**config.mk**
```make
export PLATFORM = sky130hd
export DESIGN_NAME = cv32e40p_fifo_wm
export DESIGN_NICKNAME = d
export VERILOG_FILES = /design/src/rtl/cv32e40p_pkg.sv /design/src/rtl/cv32e40p_fifo_wm_ptr.sv /design/src/rtl/cv32e40p_fifo_wm.sv
export SDC_FILE = /design/constraint.sdc
export NUM_CORES = 1
export LEC_CHECK = 0
export BUFFER_PORTS_ARGS = -buffer_cell sky130_fd_sc_hd__clkbuf_2
export CAP_MARGIN = 30
export CELL_PAD_IN_SITES_DETAIL_PLACEMENT = 0
export CELL_PAD_IN_SITES_GLOBAL_PLACEMENT = 1
export CORE_MARGIN = 2
export CORE_UTILIZATION = 50
export CTS_BUF_LIST = sky130_fd_sc_hd__clkbuf_4 sky130_fd_sc_hd__clkbuf_8
export DETAILED_ROUTE_END_ITERATION = 10
export PLACE_DENSITY_LB_ADDON = 0.2
export SLEW_MARGIN = 20
export SYNTH_ARGS = -nofsm -noshare
export SYNTH_HDL_FRONTEND = slang
export SYNTH_HIERARCHICAL = 1
export SYNTH_SLANG_ARGS = --single-unit
export TNS_END_PERCENT = 5
```
**constraint.sdc**
```tcl
create_clock -name clk_i -period 4.3 [get_ports clk_i]
set_clock_uncertainty 0.2 [all_clocks]
set_input_delay 0.86 -clock clk_i [delete_from_list [all_inputs] [get_ports clk_i]]
set_output_delay 0.86 -clock clk_i [all_outputs]
set_load 0.02 [all_outputs]
```
**src/rtl/cv32e40p_pkg.sv**
```systemverilog
// Shared types for the cv32e40p buffering FIFOs.
// Only the error status is shared; the pointer and count widths stay parametrised inside each FIFO.
package cv32e40p_pkg;

  typedef struct packed {
    logic overflow;
    logic underflow;
  } fifo_err_t;

endpackage

```
**src/rtl/cv32e40p_fifo_wm_ptr.sv**
```systemverilog
// Wrap-aware pointer adder for a DEPTH-entry ring, DEPTH need not be a power of two.
// Computes (ptr + add_val + inc_en) folded back into 0..DEPTH-1.
module cv32e40p_fifo_wm_ptr #(
  parameter int unsigned DEPTH      = 8,
  parameter int unsigned ADDR_DEPTH = (DEPTH > 1) ? $clog2(DEPTH) : 1
) (
  input  logic [ADDR_DEPTH-1:0] ptr,
  input  logic                  inc_en,
  input  logic [ADDR_DEPTH:0]   add_val,
  output logic [ADDR_DEPTH-1:0] ptr_next
);

  localparam int unsigned SW = ADDR_DEPTH + 2;
  localparam logic [SW-1:0] DEPTH_S = SW'(DEPTH);

  logic [SW-1:0] sum;
  logic [SW-1:0] once;

  // add_val never exceeds DEPTH, so the sum stays below 2*DEPTH+1 and two folds suffice
  always_comb begin
    sum      = SW'(ptr) + SW'(add_val) + SW'(inc_en);
    once     = (sum >= DEPTH_S) ? (sum - DEPTH_S) : sum;
    ptr_next = (once >= DEPTH_S) ? ADDR_DEPTH'(once - DEPTH_S) : ADDR_DEPTH'(once);
  end

endmodule

```
**src/rtl/cv32e40p_fifo_wm.sv**
```systemverilog
// FIFO with programmable almost-full/almost-empty watermarks, partial flush that keeps
// the oldest entries, sticky overflow/underflow flags and optional fall-through.
module cv32e40p_fifo_wm
  import cv32e40p_pkg::*;
#(
  parameter logic        FALL_THROUGH = 1'b0,
  parameter int unsigned DATA_WIDTH   = 32,
  parameter int unsigned DEPTH        = 8,
  parameter int unsigned ADDR_DEPTH   = (DEPTH > 1) ? $clog2(DEPTH) : 1
) (
  input  logic                  clk_i,
  input  logic                  rst_ni,
  input  logic                  setback_i,
  input  logic                  flush_i,
  input  logic                  flush_keep_i,
  input  logic [ADDR_DEPTH:0]   keep_cnt_i,
  input  logic [ADDR_DEPTH:0]   afull_thr_i,
  input  logic [ADDR_DEPTH:0]   aempty_thr_i,
  input  logic                  err_clr_i,
  input  logic [DATA_WIDTH-1:0] data_i,
  input  logic                  push_i,
  output logic                  full_o,
  output logic [DATA_WIDTH-1:0] data_o,
  input  logic                  pop_i,
  output logic                  empty_o,
  output logic [ADDR_DEPTH:0]   cnt_o,
  output logic                  almost_full_o,
  output logic                  almost_empty_o,
  output logic                  overflow_o,
  output logic                  underflow_o
);

  localparam logic [ADDR_DEPTH:0] DEPTH_CNT = (ADDR_DEPTH + 1)'(DEPTH);
  localparam logic [ADDR_DEPTH:0] CNT_ONE   = (ADDR_DEPTH + 1)'(1);

  logic [DATA_WIDTH-1:0] mem [DEPTH];
  logic [ADDR_DEPTH-1:0] rptr;
  logic [ADDR_DEPTH-1:0] wptr;
  logic [ADDR_DEPTH-1:0] rptr_next;
  logic [ADDR_DEPTH-1:0] wptr_next;
  logic [ADDR_DEPTH-1:0] wptr_keep;
  logic [ADDR_DEPTH:0]   cnt;
  logic [ADDR_DEPTH:0]   kept;
  fifo_err_t             err;
  fifo_err_t             err_next;

  logic cnt_zero;
  logic ft_hit;
  logic flushing;
  logic push_acc;
  logic pop_acc;
  logic ovf_set;
  logic unf_set;

  assign cnt_zero = (cnt == '0);
  assign ft_hit   = FALL_THROUGH && cnt_zero && push_i;
  assign flushing = setback_i | flush_i | flush_keep_i;

  assign full_o  = (cnt == DEPTH_CNT);
  assign empty_o = cnt_zero & ~ft_hit;
  assign data_o  = ft_hit ? data_i : mem[rptr];
  assign cnt_o   = cnt;

  // A fall-through push that is popped in the same cycle bypasses storage entirely
  assign push_acc = push_i & ~full_o & ~(ft_hit & pop_i) & ~flushing;
  assign pop_acc  = pop_i & ~cnt_zero & ~flushing;
  assign ovf_set  = push_i & full_o & ~flushing;
  assign unf_set  = pop_i & empty_o & ~flushing;

  assign kept = (keep_cnt_i < cnt) ? keep_cnt_i : cnt;

  assign almost_full_o  = (cnt >= afull_thr_i);
  assign almost_empty_o = (cnt <= aempty_thr_i);
  assign overflow_o     = err.overflow;
  assign underflow_o    = err.underflow;

  cv32e40p_fifo_wm_ptr #(
    .DEPTH     (DEPTH),
    .ADDR_DEPTH(ADDR_DEPTH)
  ) u_rptr (
    .ptr     (rptr),
    .inc_en  (pop_acc),
    .add_val ('0),
    .ptr_next(rptr_next)
  );

  cv32e40p_fifo_wm_ptr #(
    .DEPTH     (DEPTH),
    .ADDR_DEPTH(ADDR_DEPTH)
  ) u_wptr (
    .ptr     (wptr),
    .inc_en  (push_acc),
    .add_val ('0),
    .ptr_next(wptr_next)
  );

  cv32e40p_fifo_wm_ptr #(
    .DEPTH     (DEPTH),
    .ADDR_DEPTH(ADDR_DEPTH)
  ) u_keep (
    .ptr     (rptr),
    .inc_en  (1'b0),
    .add_val (kept),
    .ptr_next(wptr_keep)
  );

  // Clear first, then set, so a violation in the clearing cycle still sticks
  always_comb begin
    err_next = err;
    if (err_clr_i) begin
      err_next = '0;
    end
    err_next.overflow  = err_next.overflow | ovf_set;
    err_next.underflow = err_next.underflow | unf_set;
  end

  always_ff @(posedge clk_i or negedge rst_ni) begin
    if (!rst_ni) begin
      rptr <= '0;
      wptr <= '0;
      cnt  <= '0;
      err  <= '0;
    end else if (setback_i) begin
      rptr <= '0;
      wptr <= '0;
      cnt  <= '0;
      err  <= '0;
    end else if (flush_i) begin
      rptr <= '0;
      wptr <= '0;
      cnt  <= '0;
      err  <= err_next;
    end else if (flush_keep_i) begin
      wptr <= wptr_keep;
      cnt  <= kept;
      err  <= err_next;
    end else begin
      rptr <= rptr_next;
      wptr <= wptr_next;
      err  <= err_next;
      if (push_acc && !pop_acc) begin
        cnt <= cnt + CNT_ONE;
      end else if (pop_acc && !push_acc) begin
        cnt <= cnt - CNT_ONE;
      end
    end
  end

  always_ff @(posedge clk_i or negedge rst_ni) begin
    if (!rst_ni) begin
      for (int i = 0; i < DEPTH; i++) begin
        mem[i] <= '0;
      end
    end else if (setback_i) begin
      for (int i = 0; i < DEPTH; i++) begin
        mem[i] <= '0;
      end
    end else if (push_acc) begin
      mem[wptr] <= data_i;
    end
  end

endmodule
```
==> impl_metrics.yaml, run 1 <==
route:
  drc_errors: 0
  vias_per_cell: 5.48
  first_iter_violations: 724
  dr.pass1.iters: 5
  vias: 10300
  ant_nets: 0
  wirelength_um: 37300
  wl_per_cell_um: 19.8
setup_path:
  critPathLaunchType: "flip-flop"
  r2r_slack_ns: 1.10
  r2r-end: "wptr[2]$_DFF_PN0_"
  cp_slowest_cell: "dfrtp_4"
  reg2reg_from: "cnt_o[1]$_DFFE_PN0P_"
  worst-setup-path-type: "reg2out"
  cp_data_arrival_time_ns: 2.76
  required_ns: 3.24
  critical_path.max_stage_delay_ns: 0.79
  end_kind: "output pin"
  cp_cell_sequence: "buf_4 -> mux4_2 -> mux2_2 -> clkbuf_2"
  worstPathMaxFanout: 26
  reg2reg_depth: 13
cts:
  clk_latency_ns: 0.54
  cts_tree: "built"
  cts_resized: 0
  cts_buffer_depth: 3
  htree_num_levels: 2
  clk_root_buffer_cell: "clkbuf_8"
  hold_buffers: 0
  clock-sinks: 268
  post-cts-setup-buffer-count: 0
  path_clk_slew_ns: 0.05
  cts_inserted_buffers: 47
sta:
  hold_violations: 0
  worst_slew_pin_slew_ns: 0.859
  tns_ns: 0
  slew_headroom_pct: 42.7
  setup_slack_ns: 0.483
  fin_crit_ns: 3.82
  hold_ws_ns: 0.117
  finalSetupViolCount: 0
  fmaxAchievable_mhz: 262
  fin_crit_sh_pct: 88.8
  slew_violations: 0
  rsz0062_at_grt: "no"
yosys:
  ys_seq_area_share_pct: 46.4
  ys_warn_count: 6
  synthCells: 1417
  ys_ff_latch: 268
  syn-cell-area_mm2: 0.0144
  ys.flop_type: "dfrtp_1"
  async_flop_share_pct: 100
  synth_cell_types: 46
  synth_edf_count: 0
  avgSynthCellArea_um2: 10.2
floorplanning:
  core_mm2: 0.0285
  die_x_um: 174
  io_pins: 94
  fp-row-count: 62
  die-area_mm2: 0.0303
  dieHeight_um: 174
  start_util_pct: 50.6
power_and_ir_drop:
  power.static_leakage_nw: 6.59
  power_w: 0.00549
  peakVddDrop_mv: 0.213
  power.density_mw_per_mm2: 344
place:
  dp_hpwl_um: 21400
  io_buffers: 93
  gp_congestion: 0.726
  pre_cts_ws_ns: 0.711
global_routing:
  grt_use_total_pct: 25.4
  grt_pass1_wl_um: 60600
  grt_pass1_vias: 10600
  grt-ovfl-total: 0
  grt_start_max_net_pins: 105
  antenna_found_initial: 1
final_layout:
  drive_gt1_share_pct: 36.0
  area_growth_pct: 10.6
  nets: 1537
status:
  outcome: "completed"
min_path:
  hold_class: "in2async"
flow_run:
  max-cap-violations: 0
==> metal layers <==
| layer | vias up | global-route usage [%] | wire, um |
|---|---|---|---|
| met5 | - | 0 | 0 |
| met4 | 0 | 5.22 | 529 |
| met3 | 45 | 3.61 | 1780 |
| met2 | 241 | 41.2 | 18100 |
| met1 | 5248 | 36.8 | 16900 |
| li1 | 4799 | - | - |
==> flip-flops by register name, indices dropped and copies added (netlist names) <==
| name | count |
|---|---|
| mem | 256 |
| cnt_o | 4 |
| rptr | 3 |
| wptr | 3 |
| overflow_o | 1 |
| underflow_o | 1 |
==> worst max-delay path: cells and delay by family, from the launching register on <==
| kind | cells | cell delay (ns) |
|---|---|---|
| buffers and inverters | 2 | 0.56 |
| flip-flops | 1 | 0.79 |
| multiplexers | 2 | 0.84 |
==> cell type report <==
type | count | area [um2]
diodes | 1 | 2.50
clock buffers | 80 | 970
clock inverters | 7 | 43.8
fillers | 2646 | 12600
inverters | 28 | 105
multi-input cells | 987 | 6730
flip-flops and latches | 268 | 6720
well taps | 384 | 480
repair buffers | 132 | 928
==> per-stage QoR <==
| stage | cell area (um2) | util, % | std cells |
|---|---|---|---|
| after floorplan | 14500 | - | 1423 |
| after global placement | 14900 | 52.3 | 1798 |
| after detailed placement | 15000 | 52.4 | 1799 |
| after CTS | 16000 | 55.9 | 1886 |
| after global routing | 16000 | 55.9 | 1886 |
| final | 16000 | 55.9 | 1887 |
==> how the worst max path moves through the flow <==
stage                     cells past startpoint                 to  slack, ns                start
after global routing                          4          data_o[8]       0.34  rptr[0]$_DFFE_PN0P_
after global placement                       13  wptr[2]$_DFF_PN0_       0.73        keep_cnt_i[2]
after detailed placement                     13  wptr[2]$_DFF_PN0_       0.71        keep_cnt_i[2]
final                                         4          data_o[9]       0.48  rptr[0]$_DFFE_PN0P_
after CTS                                     4          data_o[0]       0.42  rptr[0]$_DFFE_PN0P_
after floorplan                              12  wptr[2]$_DFF_PN0_       0.94        keep_cnt_i[2]
==> cell families after synthesis <==
logic type      Yosys count  share of synthesized area, %
simple gates            566                          17.1
compound gates          280                          13.1
flops                   268                          46.4
buf+inv                 168                          7.25
mux                     107                          13.3
fa+ha+maj                21                          2.18
xor+xnor                  6                         0.676
other cells               1                        0.0260
==> synth_stat cells, types with 4 or more instances <==
master / count / area, um2
buf_6: 17 / 191
dfrtp_1: 268 / 6710
fa_1: 7 / 140
nand2_2: 90 / 563
a21oi_1: 147 / 736
buf_4: 35 / 263
and3b_1: 4 / 35.0
a21oi_2: 118 / 1030
clkbuf_1: 70 / 263
mux4_2: 64 / 1440
mux2i_1: 8 / 80.1
ha_1: 14 / 175
buf_2: 9 / 45.0
nor2_1: 18 / 67.6
nand3b_1: 4 / 30.0
inv_1: 28 / 105
mux2_2: 35 / 394
buf_12: 9 / 180
nand2_1: 430 / 1610
==> placed cells by master, fill, tap and decap left out, types with 3 or more instances in the layout <==
master / count
mux2i_1: 8
inv_1: 28
o21ai_0: 3
nand2_1: 430
buf_4: 27
fa_1: 7
xnor2_1: 3
nor2_1: 18
a21oi_2: 118
mux4_2: 64
nand2b_1: 3
conb_1: 7
buf_12: 12
clkbuf_8: 59
clkinv_2: 5
mux2_2: 35
nand2_2: 90
xor3_1: 3
nand3b_1: 4
ha_1: 14
clkbuf_4: 21
a21oi_1: 147
clkbuf_2: 91
dfrtp_1: 265
==> power by group <==
part	switching [W]	leakage [nW]	internal, W
Clock	0.00107	0.547	0.00142
Sequential	0.0000291	3.73	0.00254
Combinational	0.000285	2.31	0.000146
Total	0.00138	6.59	0.00411
Power figures use the tool's default switching activity.
==> run 2: changes to the inputs <==
Settings changed: CORE_ASPECT_RATIO from default to 0.75.
==> run 2 against run 1 <==
Setup slack better by 0.10 ns. Global-route usage rose by 0.60 points. Non-clock buffer count is 2 lower. Power decreased by 2.9%. Clock power down 6%. Flip-flop and latch count did not move. Cell count shrank 0.85%. Sequential power about the same. Register-to-register slack worse by 0.23 ns. Die area barely moved.
==> impl_metrics.yaml, run 2 (synthesis gave the netlist of run 1 again) <==
setup_path:
  worstPathMaxFanout: 30
  worst-setup-path-type: "reg2out"
  required_ns: 3.24
  r2r_slack_ns: 0.87
  end_kind: "output pin"
  cp_data_arrival_time_ns: 2.66
  r2r-end: "wptr[2]$_DFF_PN0_"
  reg2reg_from: "cnt_o[2]$_DFFE_PN0P_"
  reg2reg_depth: 13
  critPathLaunchType: "flip-flop"
floorplanning:
  fp-row-count: 53
  io_pins: 94
  dieHeight_um: 151
  die-area_mm2: 0.0303
  core_mm2: 0.0282
  die_x_um: 200
  start_util_pct: 51.2
sta:
  slew_violations: 0
  fmaxAchievable_mhz: 269
  fin_crit_sh_pct: 86.4
  hold_violations: 0
  slew_headroom_pct: 42.1
  fin_crit_ns: 3.72
  worst_slew_pin_slew_ns: 0.868
  finalSetupViolCount: 0
  rsz0062_at_grt: "no"
  tns_ns: 0
route:
  wl_per_cell_um: 20.2
  ant_nets: 0
  drc_errors: 0
  vias_per_cell: 5.53
  vias: 10300
  dr.pass1.iters: 8
  first_iter_violations: 795
  wirelength_um: 37900
cts:
  clk_root_buffer_cell: "clkbuf_8"
  clk_latency_ns: 0.56
  cts_resized: 0
  clock-sinks: 268
  htree_num_levels: 2
  cts_buffer_depth: 3
  post-cts-setup-buffer-count: 0
  cts_inserted_buffers: 45
  path_clk_slew_ns: 0.06
  hold_buffers: 0
  cts_tree: "built"
global_routing:
  grt_use_total_pct: 26.0
  antenna_found_initial: 0
  grt-ovfl-total: 0
  grt_start_max_net_pins: 153
  grt_pass1_vias: 10600
  grt_pass1_wl_um: 61100
final_layout:
  fill_cells: 2502
  area_growth_pct: 9.72
  largest_reg_flops: 256
  instances_no_fill: 1871
  drive_gt1_share_pct: 35.3
  regMostFlops: "mem"
  diodes: 0
  final_common_cell: "nand2_1"
  final_cell_mix: "430 x nand2_1, 265 x dfrtp_1, 147 x a21oi_1"
  nets: 1533
place:
  dp_hpwl_um: 22400
  io_buffers: 93
  gp_congestion: 0.745
  placed_cells_incl_taps: 1798
power_and_ir_drop:
  power_w: 0.00533
  power.density_mw_per_mm2: 336
  power.static_leakage_nw: 6.51
  peakVddDrop_mv: 0.185
status:
  outcome: "completed"
min_path:
  hold_class: "in2async"
flow_run:
  max-cap-violations: 0
## run 2: worst max-delay path by stage
stage | endpoint | slack, ns | from | depth (start not counted)
6_report | data_o[11] | 0.58 | rptr[0]$_DFFE_PN0P_ | 4
4_1_cts | data_o[16] | 0.51 | rptr[0]$_DFFE_PN0P_ | 4
2_1_floorplan | wptr[2]$_DFF_PN0_ | 0.94 | keep_cnt_i[2] | 12
3_5_place_dp | wptr[2]$_DFF_PN0_ | 0.68 | keep_cnt_i[2] | 13
3_3_place_gp | wptr[2]$_DFF_PN0_ | 0.72 | keep_cnt_i[2] | 13
5_1_grt | data_o[11] | 0.45 | rptr[0]$_DFFE_PN0P_ | 4
## run 2: metal layers
metal	vias up	wire (um)	GRT usage, %
met2	276	17400	40.6
met5	-	0	0
met4	0	687	6.56
met1	5215	17700	37.9
met3	64	2030	4.67
li1	4787	-	-
## run 2: final cells by class
type / instances / area (um2) / share of cell area (%)
tap: 385 / 482 / 3.04
multi-input combinational: 987 / 6730 / 42.4
clock inverter: 7 / 60.1 / 0.379
inverter: 28 / 105 / 0.663
sequential: 268 / 6720 / 42.4
clock buffer: 66 / 833 / 5.26
timing repair buffer: 130 / 926 / 5.84
## run 2: metrics by stage
stage / worst slack [ns] / instance area (um2) / util [%] / hold slack [ns]
floorplan: 0.939 / 14500 / - / 0.297
global placement: 0.722 / 15000 / 53.1 / 0.300
detailed placement: 0.676 / 15000 / 53.1 / 0.312
CTS: 0.508 / 15800 / 56.2 / 0.143
global route: 0.447 / 15800 / 56.2 / 0.181
finish: 0.584 / 15800 / 56.2 / 0.138
## run 2: critical path, cell delays in order (launching register included)
cell      delay [ns]
dfrtp_4         0.72
buf_12          0.33
mux4_2          0.55
mux2_2          0.31
clkbuf_2        0.16
## run 2: where the power goes
group / switching (W) / internal, W
Sequential: 0.0000300 / 0.00254
Clock: 0.00104 / 0.00129
Combinational: 0.000287 / 0.000143
